## src/rtl/memory_access_if.sv

```systemverilog
`default_nettype none
// ============================================================================
// Module      : memory_access_if
// Description : Data-memory request/ready port between the MEM stage
//               (master) and the data memory (slave).
// Revision    : 1.0 - initial release
// ============================================================================
interface memory_access_if;
    logic        dmem_req;
    logic        dmem_we;
    logic [3:0]  dmem_be;
    logic [31:0] dmem_addr;
    logic [31:0] dmem_wdata;
    logic        dmem_ready;
    logic [31:0] dmem_rdata;

    modport master (
        output dmem_req,
        output dmem_we,
        output dmem_be,
        output dmem_addr,
        output dmem_wdata,
        input  dmem_ready,
        input  dmem_rdata
    );

    modport slave (
        input  dmem_req,
        input  dmem_we,
        input  dmem_be,
        input  dmem_addr,
        input  dmem_wdata,
        output dmem_ready,
        output dmem_rdata
    );
endinterface
`default_nettype wire

```

## src/rtl/memory_access.sv

```systemverilog
`default_nettype none
// ============================================================================
// Module      : memory_access
// Description : Pipeline MEM stage - drives the data-memory port, aligns load
//               data, replicates store lanes, stalls EX while an access is
//               outstanding and aborts accesses that never complete.
//               Optional: MEM_MISALIGN_TRAP_EN traps misaligned H/W accesses.
// Revision    : 1.0 - initial release
// ============================================================================
module memory_access #(
    parameter int TIMEOUT_CYCLES = 16
) (
    input  wire logic        clk,
    input  wire logic        rst,
    input  wire logic [31:0] EX_MEM_ALU_OUT,
    input  wire logic [31:0] EX_MEM_writedata,
    input  wire logic [2:0]  EX_MEM_funct3,
    input  wire logic        EX_MEM_memwrite_en,
    input  wire logic        EX_MEM_wb_sel,
    input  wire logic        EX_MEM_regwrite_en,
    input  wire logic [4:0]  EX_MEM_RD,
    memory_access_if.master  dmem,
    output logic             mem_stall,
    output logic [31:0]      MEM_WB_RESULT,
    output logic [4:0]       MEM_WB_RD,
    output logic             MEM_WB_regwrite_en,
    output logic             bus_err,
    output logic             misalign_err
);

    localparam int       c_CNT_W = (TIMEOUT_CYCLES < 2) ? 1 : $clog2(TIMEOUT_CYCLES + 1);
    localparam logic [1:0] c_SZ_B = 2'b00;
    localparam logic [1:0] c_SZ_H = 2'b01;

    typedef enum logic [0:0] {
        S_IDLE = 1'b0,
        S_WAIT = 1'b1
    } state_t;

    state_t              r_state;
    logic [c_CNT_W-1:0]  r_cnt;
    logic [31:0]         r_result;
    logic [4:0]          r_rd;
    logic                r_regwrite;
    logic                r_bus_err;

    logic                w_mem_op;
    logic                w_is_load;
    logic                w_trap;
    logic                w_req;
    logic [1:0]          w_lane;
    logic [1:0]          w_size;
    logic [7:0]          w_byte;
    logic [15:0]         w_half;
    logic [31:0]         w_load_data;
    logic [3:0]          w_store_be;
    logic [31:0]         w_store_data;
    logic [c_CNT_W-1:0]  w_cnt_next;
    logic                w_timeout;

    // A store wins when both memwrite_en and wb_sel are set.
    assign w_mem_op  = EX_MEM_memwrite_en | EX_MEM_wb_sel;
    assign w_is_load = EX_MEM_wb_sel & ~EX_MEM_memwrite_en;
    assign w_lane    = EX_MEM_ALU_OUT[1:0];
    assign w_size    = EX_MEM_funct3[1:0];

    assign w_byte = dmem.dmem_rdata[{w_lane, 3'b000} +: 8];
    assign w_half = dmem.dmem_rdata[{w_lane[1], 4'b0000} +: 16];

    always_comb begin
        w_load_data = dmem.dmem_rdata;
        case (w_size)
            c_SZ_B:  w_load_data = {{24{~EX_MEM_funct3[2] & w_byte[7]}}, w_byte};
            c_SZ_H:  w_load_data = {{16{~EX_MEM_funct3[2] & w_half[15]}}, w_half};
            default: w_load_data = dmem.dmem_rdata;
        endcase
    end

    always_comb begin
        w_store_be   = 4'b1111;
        w_store_data = EX_MEM_writedata;
        case (w_size)
            c_SZ_B: begin
                w_store_be   = 4'b0001 << w_lane;
                w_store_data = {4{EX_MEM_writedata[7:0]}};
            end
            c_SZ_H: begin
                w_store_be   = 4'b0011 << {w_lane[1], 1'b0};
                w_store_data = {2{EX_MEM_writedata[15:0]}};
            end
            default: begin
                w_store_be   = 4'b1111;
                w_store_data = EX_MEM_writedata;
            end
        endcase
    end

`ifdef MEM_MISALIGN_TRAP_EN
    logic w_misaligned;
    logic r_misalign;

    always_comb begin
        w_misaligned = 1'b0;
        case (w_size)
            c_SZ_B:  w_misaligned = 1'b0;
            c_SZ_H:  w_misaligned = w_lane[0];
            default: w_misaligned = (w_lane != 2'b00);
        endcase
    end

    assign w_trap = w_mem_op & w_misaligned & (r_state == S_IDLE);

    always_ff @(posedge clk) begin
        if (rst) begin
            r_misalign <= 1'b0;
        end else begin
            r_misalign <= w_trap;
        end
    end

    assign misalign_err = r_misalign;
`else
    assign w_trap       = 1'b0;
    assign misalign_err = 1'b0;
`endif

    assign w_req = ~rst & ((r_state == S_WAIT) | (w_mem_op & ~w_trap));

    assign dmem.dmem_req   = w_req;
    assign dmem.dmem_we    = EX_MEM_memwrite_en;
    assign dmem.dmem_be    = EX_MEM_memwrite_en ? w_store_be : 4'b1111;
    assign dmem.dmem_addr  = {EX_MEM_ALU_OUT[31:2], 2'b00};
    assign dmem.dmem_wdata = w_store_data;

    assign mem_stall = w_req & ~dmem.dmem_ready;

    // The count is the number of not-ready cycles seen including this one, so
    // the abort lands on the TIMEOUT_CYCLES-th consecutive stalled cycle.
    assign w_cnt_next = (r_state == S_IDLE) ? c_CNT_W'(1) : (r_cnt + c_CNT_W'(1));
    assign w_timeout  = (TIMEOUT_CYCLES != 0) && (w_cnt_next == c_CNT_W'(TIMEOUT_CYCLES));

    always_ff @(posedge clk) begin
        if (rst) begin
            r_state    <= S_IDLE;
            r_cnt      <= '0;
            r_result   <= '0;
            r_rd       <= '0;
            r_regwrite <= 1'b0;
            r_bus_err  <= 1'b0;
        end else begin
            r_bus_err <= 1'b0;
            case (r_state)
                S_IDLE: begin
                    if (w_trap) begin
                        r_regwrite <= 1'b0;
                    end else if (!w_mem_op || dmem.dmem_ready) begin
                        r_result   <= (w_mem_op && w_is_load) ? w_load_data : EX_MEM_ALU_OUT;
                        r_rd       <= EX_MEM_RD;
                        r_regwrite <= EX_MEM_regwrite_en;
                    end else if (w_timeout) begin
                        r_bus_err  <= 1'b1;
                        r_regwrite <= 1'b0;
                        r_cnt      <= '0;
                    end else begin
                        r_state    <= S_WAIT;
                        r_cnt      <= w_cnt_next;
                        r_regwrite <= 1'b0;
                    end
                end
                S_WAIT: begin
                    if (dmem.dmem_ready) begin
                        r_state    <= S_IDLE;
                        r_cnt      <= '0;
                        r_result   <= w_is_load ? w_load_data : EX_MEM_ALU_OUT;
                        r_rd       <= EX_MEM_RD;
                        r_regwrite <= EX_MEM_regwrite_en;
                    end else if (w_timeout) begin
                        r_state    <= S_IDLE;
                        r_cnt      <= '0;
                        r_bus_err  <= 1'b1;
                        r_regwrite <= 1'b0;
                    end else begin
                        r_cnt      <= w_cnt_next;
                        r_regwrite <= 1'b0;
                    end
                end
                default: begin
                    r_state    <= S_IDLE;
                    r_cnt      <= '0;
                    r_regwrite <= 1'b0;
                end
            endcase
        end
    end

    assign MEM_WB_RESULT      = r_result;
    assign MEM_WB_RD          = r_rd;
    assign MEM_WB_regwrite_en = r_regwrite;
    assign bus_err            = r_bus_err;

endmodule
`default_nettype wire

```

## src/flat_wrapper.sv

```systemverilog
// flat-port wrapper written by rule: the top's interface ports become plain ports
module memory_access_flat 
#(
    parameter int TIMEOUT_CYCLES = 16
)
  (clk, rst, EX_MEM_ALU_OUT, EX_MEM_writedata, EX_MEM_funct3, EX_MEM_memwrite_en, EX_MEM_wb_sel, EX_MEM_regwrite_en, EX_MEM_RD, mem_stall, MEM_WB_RESULT, MEM_WB_RD, MEM_WB_regwrite_en, bus_err, misalign_err, dmem_dmem_req, dmem_dmem_we, dmem_dmem_be, dmem_dmem_addr, dmem_dmem_wdata, dmem_dmem_ready, dmem_dmem_rdata);
  memory_access_if dmem_i ();
  input  wire logic clk;
  input  wire logic rst;
  input  wire logic [31:0] EX_MEM_ALU_OUT;
  input  wire logic [31:0] EX_MEM_writedata;
  input  wire logic [2:0] EX_MEM_funct3;
  input  wire logic EX_MEM_memwrite_en;
  input  wire logic EX_MEM_wb_sel;
  input  wire logic EX_MEM_regwrite_en;
  input  wire logic [4:0] EX_MEM_RD;
  output logic mem_stall;
  output logic [31:0] MEM_WB_RESULT;
  output logic [4:0] MEM_WB_RD;
  output logic MEM_WB_regwrite_en;
  output logic bus_err;
  output logic misalign_err;
  output wire logic [$bits(dmem_i.dmem_req)-1:0] dmem_dmem_req;
  output wire logic [$bits(dmem_i.dmem_we)-1:0] dmem_dmem_we;
  output wire logic [$bits(dmem_i.dmem_be)-1:0] dmem_dmem_be;
  output wire logic [$bits(dmem_i.dmem_addr)-1:0] dmem_dmem_addr;
  output wire logic [$bits(dmem_i.dmem_wdata)-1:0] dmem_dmem_wdata;
  input wire logic [$bits(dmem_i.dmem_ready)-1:0] dmem_dmem_ready;
  input wire logic [$bits(dmem_i.dmem_rdata)-1:0] dmem_dmem_rdata;
  assign dmem_dmem_req = dmem_i.dmem_req;
  assign dmem_dmem_we = dmem_i.dmem_we;
  assign dmem_dmem_be = dmem_i.dmem_be;
  assign dmem_dmem_addr = dmem_i.dmem_addr;
  assign dmem_dmem_wdata = dmem_i.dmem_wdata;
  assign dmem_i.dmem_ready = dmem_dmem_ready;
  assign dmem_i.dmem_rdata = dmem_dmem_rdata;
  memory_access #(.TIMEOUT_CYCLES(TIMEOUT_CYCLES)) u_core (.clk(clk), .rst(rst), .EX_MEM_ALU_OUT(EX_MEM_ALU_OUT), .EX_MEM_writedata(EX_MEM_writedata), .EX_MEM_funct3(EX_MEM_funct3), .EX_MEM_memwrite_en(EX_MEM_memwrite_en), .EX_MEM_wb_sel(EX_MEM_wb_sel), .EX_MEM_regwrite_en(EX_MEM_regwrite_en), .EX_MEM_RD(EX_MEM_RD), .dmem(dmem_i), .mem_stall(mem_stall), .MEM_WB_RESULT(MEM_WB_RESULT), .MEM_WB_RD(MEM_WB_RD), .MEM_WB_regwrite_en(MEM_WB_regwrite_en), .bus_err(bus_err), .misalign_err(misalign_err));
endmodule
```

## config.mk

```make
export PLATFORM = sky130hd
export DESIGN_NAME = memory_access_flat
export DESIGN_NICKNAME = d
export VERILOG_FILES = /design/src/rtl/memory_access_if.sv /design/src/rtl/memory_access.sv /design/src/flat_wrapper.sv
export SDC_FILE = /design/constraint.sdc
export NUM_CORES = 1
export LEC_CHECK = 0
export ABC_AREA = 1
export BUFFER_PORTS_ARGS = -buffer_cell sky130_fd_sc_hd__buf_2
export CAP_MARGIN = 5
export CORE_ASPECT_RATIO = 0.5
export CORE_MARGIN = 4
export CORE_UTILIZATION = 47
export CTS_BUF_LIST = sky130_fd_sc_hd__clkbuf_2
export CTS_CLUSTER_DIAMETER = 40
export CTS_CLUSTER_SIZE = 16
export DETAILED_ROUTE_END_ITERATION = 7
export PLACE_DENSITY = 0.89
export SYNTH_ARGS = -nofsm -noshare
export SYNTH_HDL_FRONTEND = slang
export SYNTH_SLANG_ARGS = --single-unit
export TNS_END_PERCENT = 5
```

## constraint.sdc

```tcl
create_clock -name clk -period 1.95 [get_ports clk]
set_input_delay 0.195 -clock clk [delete_from_list [all_inputs] [get_ports clk]]
set_output_delay 0.195 -clock clk [all_outputs]
set_load 0.05 [all_outputs]
```

==> results of run 1 <==
stage by stage:
step	area (um2)	utilization (%)	instances
global route	4220	62.7	813
CTS	4210	62.6	813
finish	4220	62.7	813
detailed placement	4100	60.9	798
floorplan	3280	-	547
global placement	4100	60.9	798
how the worst max path moves through the flow:
| stage | endpoint | slack, ps | depth (start not counted) |
|---|---|---|---|
| finish | mem_stall | 150 | 7 |
| floorplan | dmem_dmem_wdata[10] | -150 | 7 |
| global placement | u_core.MEM_WB_RESULT[20] | 330 | 7 |
| global route | u_core.r_cnt[4] | 7 | 9 |
| detailed placement | u_core.MEM_WB_RESULT[18] | 310 | 7 |
| CTS | mem_stall | 50 | 7 |
final cells by class:
class	instances	area share, %
multi-input cells	396	42.0
clock inverters	1	0.0890
inverters	37	3.29
repair buffers	236	29.7
flip-flops and latches	45	21.5
well taps	92	2.73
clock buffers	6	0.712
cell usage after synthesis:
cell	instances	area share, %
nand2_4	1	0.34
o21ai_1	1	0.15
o21ai_0	37	5.7
nand4_1	3	0.57
nor3_1	1	0.15
buf_4	47	11
ha_1	1	0.38
buf_1	2	0.23
inv_2	6	0.69
o211ai_1	6	1.4
nand3_2	1	0.31
o211a_1	1	0.31
nor2_1	66	7.6
buf_2	14	2.1
clkbuf_1	4	0.46
xor2_1	1	0.27
buf_6	2	0.69
nand3_1	32	4.9
nand2_1	172	20
conb_1	1	0.11
inv_1	31	3.6
a22o_1	5	1.3
nand2_2	6	1.1
a21oi_1	56	8.6
dfxtp_1	45	28
nor2_4	3	1.0
worst reg2reg max path: stages (launching register included):
cell           delay, ps
dfxtp_2              380
ha_1                 210
nand2_1               80
inv_1                 60
nor2_1               130
nand2_1               70
nand3_1              100
nand2_1               60
a21oi_1              100
dlygate4sd3_1        550
state kept, by name, summed over array words and instances, names as in the netlist:
signal / cells
u_core.MEM_WB_RD: 5
u_core.bus_err: 1
u_core.r_cnt: 5
u_core.MEM_WB_RESULT: 32
u_core.MEM_WB_regwrite_en: 1
u_core.r_state: 1
report_power, final:
part           leakage, nW  internal (mW)  total, mW  switching (mW)
registers            0.373          0.990       1.02          0.0352
clock network       0.0265         0.0834      0.381           0.298
logic                 2.01          0.326       1.27           0.949
layer usage:
layer	GRT usage, %	wire length, um	up-vias
met3	5.52	974	19
met1	34.8	4930	1794
met2	42.1	5340	220
met4	6.02	165	0
met5	0	0	-
li1	-	-	2048
kinds of logic after synthesis:
kind of cell               after synthesis  synth area share (%)
and+or+nand+nor                        285                  35.8
other                                    1                 0.115
xor gates and xnor gates                 1                 0.268
DFF                                     45                  27.5
AOI/OAI and AO/OA                      106                  17.4
adders and majority gates                1                 0.382
buffers and inverters                  106                  18.5
timing repair:
action,in CTS,in global routing
hold buffers,8,0
hold endpoints to repair,11,0
resized for setup,1,3
endpoints found under the setup margin,1,2
==> results.sh, run 1 <==
export IMPL_arrival_ps=1610
export IMPL_grt_overflow_total=0
export IMPL_finalSetupViolCount=0
export IMPL_multi_input_area_um2=1770
export IMPL_r2r_start="u_core.r_cnt[0]"
export IMPL_numCtsBuffers=5
export IMPL_num_vias=4081
export IMPL_drive_gt1_share_pct=35.2
export IMPL_io_buffers=217
export IMPL_critPathTopFamily="buffers and inverters"
export IMPL_min_path_cells=3
export IMPL_syn_area_um2=3270
export IMPL_clk_pin_slew_ps=220
export IMPL_dieArea_um2=8440
export IMPL_worstPathCellList="inv_1 -> nand3_2 -> nand2_1 -> inv_1 -> nand2_1 -> inv_2 -> buf_4"
export IMPL_status="completed"
export IMPL_dpl_worst_slack_ps=313
export IMPL_grt_max_degree=26
export IMPL_reg2reg_depth=9
export IMPL_groute_usage_overall_pct=25.7
export IMPL_initial_utilization_pct=48.6
export IMPL_layout_nets=832
export IMPL_insertion_delay_ps=430
export IMPL_rsz0062_at_grt="no"
export IMPL_tritoncts="done"
export IMPL_grt_pass1_wl_um=17600
export IMPL_drt_pass1_iterations=5
export IMPL_wl_um=11400
export IMPL_syn_inst=545
export IMPL_crit_required_ps=1750
export IMPL_cap_violations=0
export IMPL_root_buffer="clkbuf_2"
export IMPL_peakVddDrop_uv=327
export IMPL_fin_ws_ps=145
export IMPL_drc_errors=0
export IMPL_slew_viol_final=0
export IMPL_timing_worst_slew_pin_value_ps=636
export IMPL_power_mw=2.68
export IMPL_postCtsSetupBuffers=0
export IMPL_layout_commonest_cell="buf_2"
export IMPL_critPathMaxStageDelay_ps=430
export IMPL_gp_congestion=0.951
export IMPL_synth_seq_cells=45
export IMPL_ys_warnings_count=0
export IMPL_syn_avg_cell_area_um2=6.00
export IMPL_setup_worst_path_end_class="output port"
export IMPL_dieHeight_um=67
export IMPL_power_leakage_nw=2.41
export IMPL_min_period_ps=1800
export IMPL_via_per_inst=5.02
export IMPL_num_rows=21
export IMPL_die_x_um=126
export IMPL_slowest_stage="dfxtp_2"
export IMPL_core_area_um2=6730
export IMPL_hold_ws_ps=42.5
export IMPL_clock_sinks=45
export IMPL_skew_ps=9.01
export IMPL_yosysSeqAreaShare_pct=27.5
export IMPL_antenna_found_initial=0
export IMPL_power_density_nw_per_um2=636
export IMPL_max_freq_mhz=554
export IMPL_hold_start="EX_MEM_ALU_OUT[8]"
export IMPL_critPathMaxFanout=8
export IMPL_holdCritPathClass="in2reg"
export IMPL_finalSetupTns_ps=0
export IMPL_r2r_end="u_core.r_cnt[4]"
export IMPL_mostFrequentLayoutCells="216 x buf_2, 172 x nand2_1, 66 x nor2_1"
export IMPL_clock_path_buffers=2
export IMPL_wire_per_inst_um=14.0
export IMPL_slew_headroom_pct=57.5
export IMPL_reg2reg_slack_ps=180
export IMPL_finalHoldViolCount=0
export IMPL_whs_endpoint="u_core.MEM_WB_RESULT[8]"
export IMPL_drt_iter0_drc=396
export IMPL_seq_area_um2=905
export IMPL_area_growth_pct=28.8
export IMPL_synth_distinct_cells=26
export IMPL_ant_nets=0
export IMPL_crit_type="reg2out"
export IMPL_crit_start="u_core.r_state"
export IMPL_path_buf_inv=4
export IMPL_grt_pass1_vias=3617
export IMPL_cp_start_kind="register"
export IMPL_htree_levels=2
export IMPL_io_pins=221
export IMPL_post_route_period_util_pct=92.6
export IMPL_fillers=649
export IMPL_dp_hpwl_um=8800
export IMPL_diodes=0
No activity file was read; power rests on OpenSTA's default activity.
==> run 2: changes to the inputs <==
- BUFFER_PORTS_ARGS: -buffer_cell sky130_fd_sc_hd__buf_2 -> default
- CORE_UTILIZATION: 47 -> 70
- DONT_BUFFER_PORTS: default -> 1
- PLACE_DENSITY: 0.89 -> 0.86
==> results.sh, run 2 (synthesis results as in run 1) <==
export IMPL_via_per_inst=6.20
export IMPL_whs_endpoint="u_core.MEM_WB_RESULT[25]"
export IMPL_violations="hold timing"
export IMPL_grt_max_degree=40
export IMPL_htree_levels=2
export IMPL_peakVddDrop_uv=388
export IMPL_largest_reg_flops=32
export IMPL_clk_pin_slew_ps=240
export IMPL_critPathMaxFanout=9
export IMPL_min_path_cells=4
export IMPL_cp_start_kind="register"
export IMPL_post_route_period_util_pct=95.2
export IMPL_dpl_worst_slack_ps=434
export IMPL_drt_iter0_drc=654
export IMPL_max_freq_mhz=539
export IMPL_crit_required_ps=1750
export IMPL_cap_violations=0
export IMPL_finalHoldViolCount=2
export IMPL_p_seq_share_pct=50.7
export IMPL_crit_type="reg2out"
export IMPL_insertion_delay_ps=440
export IMPL_reg2reg_depth=8
export IMPL_antenna_found_initial=2
export IMPL_initial_utilization_pct=73.6
export IMPL_groute_usage_overall_pct=38.0
export IMPL_grt_overflow_total=0
export IMPL_power_switching_mw=1.10
export IMPL_power_density_nw_per_um2=662
export IMPL_pwr_share_clk_pct=17.5
export IMPL_hold_start="dmem_dmem_rdata[25]"
export IMPL_final_area_um2=3680
export IMPL_place_area_um2=3110
export IMPL_io_pins=221
export IMPL_power_leakage_nw=1.78
export IMPL_mostFrequentLayoutCells="172 x nand2_1, 66 x nor2_1, 56 x a21oi_1"
export IMPL_reg2reg_slack_ps=130
export IMPL_dieHeight_um=56.3
export IMPL_slew_headroom_pct=57.3
export IMPL_arrival_ps=1660
export IMPL_placed_cells=565
export IMPL_num_vias=3879
export IMPL_fin_ws_ps=93.1
export IMPL_r2r_end="u_core.MEM_WB_RESULT[21]"
export IMPL_layout_nets=677
export IMPL_setup_worst_path_end_class="output port"
export IMPL_tritoncts="done"
export IMPL_slew_viol_final=0
export IMPL_num_rows=17
export IMPL_timing_worst_slew_pin_value_ps=639
export IMPL_r2r_start="u_core.r_state"
export IMPL_root_buffer="clkbuf_2"
export IMPL_ant_nets=0
export IMPL_core_area_um2=4450
export IMPL_drc_errors=0
export IMPL_grt_pass1_wl_um=18100
export IMPL_final_util_pct=82.8
export IMPL_numCtsBuffers=5
export IMPL_switching_share_pct=45.2
export IMPL_clock_sinks=45
export IMPL_die_x_um=105
export IMPL_wire_per_inst_um=18.8
export IMPL_worstPathCellList="inv_1 -> nand3_2 -> nand2_1 -> inv_1 -> nand2_1 -> inv_4 -> buf_4"
export IMPL_grt_pass1_vias=3522
export IMPL_holdCritPathClass="in2reg"
export IMPL_slowest_stage="dfxtp_4"
export IMPL_internal_power_mw=1.34
export IMPL_layout_commonest_cell="nand2_1"
export IMPL_drt_pass1_iterations=6
export IMPL_rsz0062_at_grt="no"
export IMPL_combPwrFrac_pct=31.8
export IMPL_postCtsSetupBuffers=0
export IMPL_clock_path_buffers=2
export IMPL_finalSetupViolCount=0
export IMPL_hold_ws_ps=-7.29
export IMPL_critPathMaxStageDelay_ps=430
export IMPL_dieArea_um2=5900
export IMPL_final_cell_count_no_fill=626
export IMPL_status="finished, violations left"
export IMPL_drive_gt1_share_pct=9.88
export IMPL_skew_ps=2.79
export IMPL_min_period_ps=1860
export IMPL_area_growth_pct=12.5
export IMPL_io_buffers=0
export IMPL_wl_um=11800
export IMPL_dp_hpwl_um=7770
export IMPL_gp_congestion=0.963
-- run 2: cell count changes in the layout (fill, tap and decap cells not counted), moves of 2 or more --
| cell | delta |
|---|---|
| dfxtp_2 | -3 |
| o21ai_0 | -8 |
| clkinv_4 | +2 |
| dlygate4sd3_1 | +43 |
| dfxtp_1 | +2 |
| o21ai_1 | +8 |
| diode_2 | +2 |
| buf_2 | -216 |
| buf_4 | +18 |
-- run 2: per-layer routing --
metal	vias up	part of all wire [%]	GRT usage (%)
li1	1743	-	-
met1	1738	35	44.6
met2	327	49	66.4
met3	71	13	10.9
met4	0	3.9	15.0
met5	-	0	0
-- run 2: final cells by class --
| cell class | count | area [um2] |
|---|---|---|
| Clock buffer | 5 | 25.0 |
| Tap cell | 57 | 71.3 |
| Clock inverter | 3 | 22.5 |
| Antenna cell | 2 | 5.00 |
| Inverter | 37 | 141 |
| Multi-Input combinational cell | 396 | 1780 |
| Timing Repair Buffer | 81 | 736 |
| Fill cell | 305 | 763 |
| Sequential cell | 45 | 905 |
-- run 2: power by group through the flow --
stage | combinational [mW] | sequential (mW) | clock (mW)
2_1_floorplan | 0.735 | 1.26 | 0
3_3_place_gp | 0.641 | 1.25 | 0
3_5_place_dp | 0.652 | 1.25 | 0
4_1_cts | 0.743 | 1.23 | 0.426
5_1_grt | 0.829 | 1.24 | 0.461
6_report | 0.775 | 1.24 | 0.426
-- run 2: metrics by stage --
stage	setup TNS, ps	total power, mW
2_1_floorplan	-735	2.00
3_3_place_gp	0	1.89
3_5_place_dp	0	1.90
4_1_cts	0	2.40
5_1_grt	0	2.53
6_report	0	2.44
-- run 2: what timing repair did --
| item | 4_1_cts | 5_1_grt |
|---|---|---|
| setup endpoints to repair | 0 | 10 |
| resized for setup | 0 | 4 |
| hold buffers | 50 | 1 |
| hold endpoints to repair | 41 | 1 |
-- run 2: worst max path at each step --
stage / depth (start not counted) / to / slack, ps / from
global placement: 6 / u_core.MEM_WB_RD[3] / 560 / u_core.r_state
detailed placement: 6 / u_core.MEM_WB_RD[0] / 430 / u_core.r_state
global route: 7 / mem_stall / 10 / u_core.r_state
CTS: 7 / mem_stall / 10 / u_core.r_state
floorplan: 7 / dmem_dmem_wdata[10] / -150 / EX_MEM_funct3[1]
finish: 7 / mem_stall / 90 / u_core.r_state
-- run 2: worst max-delay path: cells and delay by family, from the launching register on --
kind	cells	cell delay [ps]
buffers and inverters	4	530
flip-flops	1	430
AND/OR/NAND/NOR	3	260
